**src/rtl/cpu_bus_pkg.sv**
```systemverilog
// Shared CPU bus definitions: FSM state encoding, destination select width and codes.
// Latency: n/a (types and constants only).
// Backpressure: n/a.
package cpu_bus_pkg;

    localparam int SEL_W   = 2;
    localparam int NUM_DST = 4;

    // Same encoding as the 4:1 source select on the read side.
    localparam logic [SEL_W-1:0] DST_DMEM = 2'b00;
    localparam logic [SEL_W-1:0] DST_IO   = 2'b01;
    localparam logic [SEL_W-1:0] DST_SP0  = 2'b10;
    localparam logic [SEL_W-1:0] DST_SP1  = 2'b11;

    typedef enum logic {
        IDLE = 1'b0,
        BUSY = 1'b1
    } state_t;

    // Destination code to one-hot write strobe.
    function automatic logic [NUM_DST-1:0] sel_onehot(input logic [SEL_W-1:0] sel);
        return NUM_DST'(1) << sel;
    endfunction

endpackage

```
**src/rtl/busy_timer.sv**
```systemverilog
// Wait-cycle counter for a pending write; flags the last permitted BUSY cycle.
// Latency: expired is combinational from the count register; clr/en act at the next edge.
// Backpressure: none; counts whenever en is high, clr has priority.
//
// Ports:
//   clk, rst_n  clock, synchronous active-low reset
//   clr         zero the count (asserted when a request is accepted)
//   en          advance the count by one
//   expired     count has reached TIMEOUT-1; never asserted when TIMEOUT==0
module busy_timer #(
    parameter int TIMEOUT = 15
) (
    input  logic clk,
    input  logic rst_n,
    input  logic clr,
    input  logic en,
    output logic expired
);

    localparam int CW = (TIMEOUT > 0) ? $clog2(TIMEOUT + 1) : 1;
    localparam logic [CW-1:0] LAST = CW'((TIMEOUT > 0) ? (TIMEOUT - 1) : 0);

    logic [CW-1:0] r_count;

    always_ff @(posedge clk) begin
        if (!rst_n) begin
            r_count <= '0;
        end else if (clr) begin
            r_count <= '0;
        end else if (en) begin
            // With TIMEOUT==0 the count simply wraps; expired stays low regardless.
            r_count <= r_count + CW'(1);
        end
    end

    assign expired = (TIMEOUT != 0) && (r_count == LAST);

endmodule

```
**src/rtl/store_demux4.sv**
```systemverilog
// Routes one CPU write to one of four destinations and holds it until ack or timeout.
// Latency: accept at edge N -> dst_valid in N+1; ack at edge M -> done in M+1 (2-cycle minimum).
// Backpressure: req_ready low while a write is outstanding; new requests wait in the CPU.
//
// Ports:
//   clk, rst_n                      clock, synchronous active-low reset
//   req_valid/req_ready             CPU request handshake
//   req_sel, req_addr, req_data     destination code, address, data
//   dst_valid[3:0]                  one-hot strobe to destination i
//   dst_addr, dst_data              registered address/data shared by all destinations
//   dst_ack[3:0]                    per-destination acknowledge
//   done, err                       one-cycle completion / timeout pulses
module store_demux4
    import cpu_bus_pkg::*;
#(
    parameter int WIDTH   = 32,
    parameter int AW      = 32,
    parameter int TIMEOUT = 15
) (
    input  logic               clk,
    input  logic               rst_n,
    input  logic               req_valid,
    output logic               req_ready,
    input  logic [SEL_W-1:0]   req_sel,
    input  logic [AW-1:0]      req_addr,
    input  logic [WIDTH-1:0]   req_data,
    output logic [NUM_DST-1:0] dst_valid,
    output logic [AW-1:0]      dst_addr,
    output logic [WIDTH-1:0]   dst_data,
    input  logic [NUM_DST-1:0] dst_ack,
    output logic               done,
    output logic               err
);

    state_t               r_state;
    logic [SEL_W-1:0]     r_sel;
    logic [NUM_DST-1:0]   r_dst_valid;
    logic [AW-1:0]        r_dst_addr;
    logic [WIDTH-1:0]     r_dst_data;
    logic                 r_done;
    logic                 r_err;

    state_t               w_state_nxt;
    logic [NUM_DST-1:0]   w_dst_valid_nxt;
    logic                 w_done_nxt;
    logic                 w_err_nxt;
    logic                 w_capture;
    logic                 w_tmr_en;
    logic                 w_expired;
    logic                 w_ack;

    // Only the selected destination's ack counts; stray acks are ignored.
    assign w_ack     = dst_ack[r_sel];
    assign req_ready = (r_state == IDLE);

    busy_timer #(
        .TIMEOUT (TIMEOUT)
    ) u_busy_timer (
        .clk     (clk),
        .rst_n   (rst_n),
        .clr     (w_capture),
        .en      (w_tmr_en),
        .expired (w_expired)
    );

    always_comb begin
        w_state_nxt     = r_state;
        w_dst_valid_nxt = r_dst_valid;
        w_done_nxt      = 1'b0;
        w_err_nxt       = 1'b0;
        w_capture       = 1'b0;
        w_tmr_en        = 1'b0;
        case (r_state)
            IDLE: begin
                if (req_valid) begin
                    w_capture       = 1'b1;
                    w_dst_valid_nxt = sel_onehot(req_sel);
                    w_state_nxt     = BUSY;
                end
            end
            BUSY: begin
                // Ack is checked before expiry so a last-cycle ack still completes cleanly.
                if (w_ack) begin
                    w_dst_valid_nxt = '0;
                    w_done_nxt      = 1'b1;
                    w_state_nxt     = IDLE;
                end else if (w_expired) begin
                    w_dst_valid_nxt = '0;
                    w_err_nxt       = 1'b1;
                    w_state_nxt     = IDLE;
                end else begin
                    w_tmr_en = 1'b1;
                end
            end
            default: begin
                w_dst_valid_nxt = '0;
                w_state_nxt     = IDLE;
            end
        endcase
    end

    always_ff @(posedge clk) begin
        if (!rst_n) begin
            r_state     <= IDLE;
            r_sel       <= '0;
            r_dst_valid <= '0;
            r_dst_addr  <= '0;
            r_dst_data  <= '0;
            r_done      <= 1'b0;
            r_err       <= 1'b0;
        end else begin
            r_state     <= w_state_nxt;
            r_dst_valid <= w_dst_valid_nxt;
            r_done      <= w_done_nxt;
            r_err       <= w_err_nxt;
            if (w_capture) begin
                r_sel      <= req_sel;
                r_dst_addr <= req_addr;
                r_dst_data <= req_data;
            end
        end
    end

    assign dst_valid = r_dst_valid;
    assign dst_addr  = r_dst_addr;
    assign dst_data  = r_dst_data;
    assign done      = r_done;
    assign err       = r_err;

endmodule

```
**config.mk**
```make
export PLATFORM = sky130hd
export DESIGN_NAME = store_demux4
export DESIGN_NICKNAME = d
export VERILOG_FILES = /design/src/rtl/cpu_bus_pkg.sv /design/src/rtl/busy_timer.sv /design/src/rtl/store_demux4.sv
export SDC_FILE = /design/constraint.sdc
export NUM_CORES = 1
export LEC_CHECK = 0
export CAP_MARGIN = 15
export CELL_PAD_IN_SITES_DETAIL_PLACEMENT = 2
export CELL_PAD_IN_SITES_GLOBAL_PLACEMENT = 2
export CORE_MARGIN = 10
export CORE_UTILIZATION = 20
export DETAILED_ROUTE_END_ITERATION = 16
export PLACE_DENSITY_LB_ADDON = 0.1
export REMOVE_ABC_BUFFERS = 1
export SYNTH_ARGS = -nofsm -noshare
export SYNTH_HDL_FRONTEND = slang
export SYNTH_HIERARCHICAL = 1
export SYNTH_SLANG_ARGS = --single-unit
```
**constraint.sdc**
```tcl
create_clock -name clk -period 1.8 [get_ports clk]
set_clock_uncertainty 0.05 [all_clocks]
set_input_delay 0.45 -clock clk [delete_from_list [all_inputs] [get_ports clk]]
set_output_delay 0.45 -clock clk [all_outputs]
set_load 0.01 [all_outputs]
```
# --- Word-level counts from Yosys, hierarchy flattened ---
# Cells that the tools add are included.
# Widths: inputs -> output; s select.
op_classes:
  n_eq_ne: 3
  order_cmp: 1
  n_addsub: 1
  bitwise_logic: 2
  reduce_logical: 4
  mux: 14
  shifts: 1
ops:
  columns: ["cell", "count"]
  rows:
  - ["$mux 4", 3]
  - ["$mux 1", 8]
  - ["$pmux 4 s2", 1]
  - ["$add 4x1->4 const B", 1]
  - ["$eq 4x4->1 const B", 1]
  - ["$reduce_and 2->1", 2]
  - ["$shl 1x2->4 const A", 1]
  - ["$lt 2x3->1 const B", 1]
  - ["$ne 3x1->1 const B", 1]
  - ["$reduce_or 3->1", 1]
  - ["$bmux 1 s2", 1]
  - ["$ne 2x2->1 const B", 1]
  - ["$not 1->1", 2]
  - ["$pmux 1 s2", 1]
  - ["$reduce_or 2->1", 1]
word_totals:
  inputBits: 73
  ff_bits: 77
  elab_cells: 34

# --- Logic depth before layout (Yosys ltp) ---
depth:
  depth_word: 4
  depth_mapped: 7

# --- Hierarchy ---
# Netlist, hierarchy kept.
by_module_without_submodules:
  columns: ["module", "cells_each", "area_each_um2", "n_inst"]
  rows:
  - ["store_demux4", 320, 2791.4, 1]
  - ["busy_timer", 20, 200.2, 1]

# --- Worst setup path before layout ---
# No wires, ideal clock.
synth_path:
  path_kind: "reg-to-reg"
  start: "register u_busy_timer.r_count[0]"
  end: "register u_busy_timer.r_count[3]"
  slack_ns: 0.127
  n_path_buf: 0
  stages_incl_launch_ff: 8
  arrival_time_ns: 1.504
  path_cell_list: "dfxtp_1 > inv_1 > ha_1 > and3_1 > and3b_1 > a22o_2 > nand4_1 > mux2i_1"
synth_between:
  elab_chain_cells: 4
  elab_cells_between_ends: 5
synth_rtl:
  columns: ["element", "line_no", "rtl"]
  rows:
  - ["start, declared", "busy_timer.sv:23", "logic [CW-1:0] r_count;"]
  - ["start signal, assigned", "busy_timer.sv:32", "r_count <= r_count + CW'(1);"]
  - ["$eq 4x4->1", "busy_timer.sv:36", "assign expired = (TIMEOUT != 0) && (r_count == LAST);"]
  - ["via w_expired", "store_demux4.sv:49", "logic w_expired;"]
  - ["$mux 1", "store_demux4.sv:87", "end else if (w_expired) begin"]
  - ["$mux 1", "store_demux4.sv:83", "if (w_ack) begin"]
  - ["$mux 1", "store_demux4.sv:73", "case (r_state)"]
  - ["via w_tmr_en", "store_demux4.sv:48", "logic w_tmr_en;"]
# The timed path passes the listed nets, and every way through them passes these cells.
# A chain may end at the register's enable or synchronous reset.

# --- Worst setup path in the final report ---
layout_path:
  start: "register r_dst_addr[9], in the netlist dst_addr[9]"
  end: "output port dst_addr[9]"
layout_lines:
  columns: ["element", "line_no", "rtl"]
  rows:
  - ["start, declared", "store_demux4.sv:38", "logic [AW-1:0] r_dst_addr;"]
  - ["start signal, assigned", "store_demux4.sv:118", "r_dst_addr <= req_addr;"]
  - ["end, declared", "store_demux4.sv:28", "output logic [AW-1:0] dst_addr,"]
# No word-level cell between the ends.

==> run metrics <==
outcome=complete, no violations; Pre-antenna DRT Iters=4; CTS tree=done; CTS clock-pin slew for the worst setup and hold paths=0.06 ns; total gr overflow=0; core box area=14590 um2; Comb pwr share=16.4%; CTS buffer count=9; Crit. End Element=primary output; sequential area share after synthesis=51.53%; Critical Path RT=1.30 ns; largest area contributor in the netlist=dfxtp_1; Lkg Pwr=1.997 nW; CP cell instances=clkdlybuf4s50_1; HP Class=reg -> reg; routability cong.=0.6859; final setup fails=0; Tcrit/Tclk final=97.45%; P&R area growth vs syn=69.09%; Initial Utilization=20.51%; vias in the first global route=3179; sw frac=23.99%; crit path DAT=1.25 ns; normalized max-slew margin=68.49%; pins over their slew limit=0; die area=20250 um2; Multi-input gate area=1356 um2; number of core rows=44; setup ws final=0.04598 ns; #FFs+latches synth=77; WP buf/inv=1; critical path's top delay family=buffers and inverters; Fin Setup TNS=0 ns; Yosys top cell area share=51.53%; CP max-delay cell=clkdlybuf4s50_1; register area=1543 um2; fin crit period=1.754 ns; cell with the most instances after synthesis=nand2_1; I/O pins=144; clock share of power=42.8%; critical path peak fanout=2; initial antenna violation count=0; layout cells sized above 1=8.943%; dpl ws=-0.1786 ns; FMAX=570.1 MHz; number of flops mapped to enable cells by yosys=0; sequential share of power=40.8%; PD cells=902.3 nW/um2; PortBufs=143; Ant. Diodes=0; Final Cell Area=5059 um2; first-pass GRT wire length=18170 um; clock sinks=77; Post-synth top cells=nand2_1 (136), dfxtp_1 (77), a21boi_0 (57); Routed WL=11600 um; vias=2896; # DRC=0; vias per inst=4.284; First DRT Iteration DRCs=98; Die X=142.3 um; largest net degree at the start of global routing=41; Most used DFF post-synth=dfxtp_1; Area contributors post-synth=dfxtp_1 (52%), nand2_1 (17%), a21boi_0 (14%), mux2i_1 (2.7%), a21boi_1 (2.3%); RSZ-0062 raised after global routing=yes; Max-Cap Viols=0; Die Y-Extent=142.3 um; Distinct cells, synth=30; CTS max path bufs=2; share of flip-flops with an asynchronous set or reset=0%; Fillers=1573; Hold Vio Cnt, Final=0; crit start category=flop; wire per inst=17.17 um; Synth Cell Area=2992 um2; Least-Margin Pin Slew=0.4595 ns; Ys Warns=6; GRT Util Overall=11.55%; clock insertion delay at the later pin of the skew report=0.34 ns; Post-Syn Instances=340; Net Switching=0.001095 W; post-CTS setup buffer count=0; post-detailed-placement cell area=4691 um2; critical path type=reg -> out; Root Driver=clkbuf_16; VDD IR max=0.0003346 V; mean area per synthesized cell=8.799 um2; delay of the slowest critical-path stage=0.57 ns; post-route ant nets=0; NumNets Final=563; DP HPWL=8603 um; WHS=0.4062 ns; H-tree levels=3; cell internal pwr=0.003469 W
-- power groups by stage --
stage,clock [W],sequential [W],combinational [W]
6_report,0.00195,0.00186,0.000750
5_1_grt,0.00210,0.00188,0.000830
4_1_cts,0.00203,0.00186,0.000773
3_5_place_dp,0,0.00190,0.000767
3_3_place_gp,0,0.00189,0.000755
2_1_floorplan,0,0.00194,0.000203
-- worst register-to-register path: cells and delay by family, from the launching register on --
| kind | cells | cell delay (ns) |
|---|---|---|
| AND/OR/NAND/NOR | 2 | 0.46 |
| flip-flops | 1 | 0.33 |
| AO/OA/AOI/OAI | 1 | 0.28 |
| buffers and inverters | 2 | 0.23 |
| multiplexers | 1 | 0.19 |
| adder cells (fa/ha/maj) | 1 | 0.12 |
-- cells by family (layout without fill, tap and decap cells) --
family          Yosys count  count (layout)  share of synthesized area [%]
compound gates           72              72                          18.78
xor+xnor                  1               1                         0.2928
fa+ha+maj                 2               2                         0.8363
buf+inv                  25             177                          4.224
flops                    77              77                          51.53
mux                       8               8                          2.677
simple gates            155             155                          21.66
-- timing repair --
item                                    4_1_cts  5_1_grt
endpoints found under the setup margin        3       15
hold buffers                                  0        0
gates cloned                                  0        0
pin swaps                                     0        1
gates resized for setup                       3       15
-- per-layer routing --
layer | global-route usage (%) | share of wire (%) | routed length [um]
met2 | 18.73 | 49 | 5695
met5 | 0 | 0 | 0
met1 | 12.66 | 40 | 4628
met4 | 4.952 | 1.5 | 176
met3 | 5.507 | 9.5 | 1103
-- layout make-up --
cell class              count  share of cell area [%]
repair buffers            159                   31.71
flip-flops and latches     77                   30.50
multi-input cells         238                   26.81
clock buffers              10                   4.724
well taps                 184                   4.551
clock inverters             5                   1.484
inverters                   3                  0.2226
-- final timing paths --
| check | start | end | slack [ns] | cells past startpoint |
|---|---|---|---|---|
| min reg2reg | dst_addr[0] | dst_addr[0] | 0.41 | 2 |
| min | dst_addr[0] | dst_addr[0] | 0.41 | 2 |
| max | dst_addr[9] | dst_addr[9] | 0.05 | 1 |
| max reg2reg | u_busy_timer/r_count[0] | dst_valid[3] | 0.08 | 7 |
-- stage by stage --
stage | total power, W | util (%) | cells
after CTS | 0.004669 | 34.36 | 676
after global routing | 0.004810 | 34.67 | 676
after detailed placement | 0.002665 | 32.15 | 661
after global placement | 0.002646 | 32.15 | 661
final | 0.004564 | 34.67 | 676
after floorplan | 0.002140 | - | 318
-- flip-flops by register name, indices dropped and copies added, names as in the netlist --
register              flops
dst_data                 32
u_busy_timer/r_count      4
r_state                   1
err                       1
done                      1
r_sel                     2
dst_addr                 32
dst_valid                 4
-- layout by cell type, fill, tap and decap left out, drive strengths merged, types with 2 or more instances in the layout --
cell type	n
buf	17
nor2	4
inv	3
nand2b	2
mux2i	8
clkdlybuf4s50	134
dfxtp	77
clkbuf	10
a21boi	66
dlymetal6s2s	7
nand3b	2
ha	2
nand4b	2
clkinv	3
and3	2
bufinv	2
nand4	2
nand2	136
(Power assumes the default switching activity.)
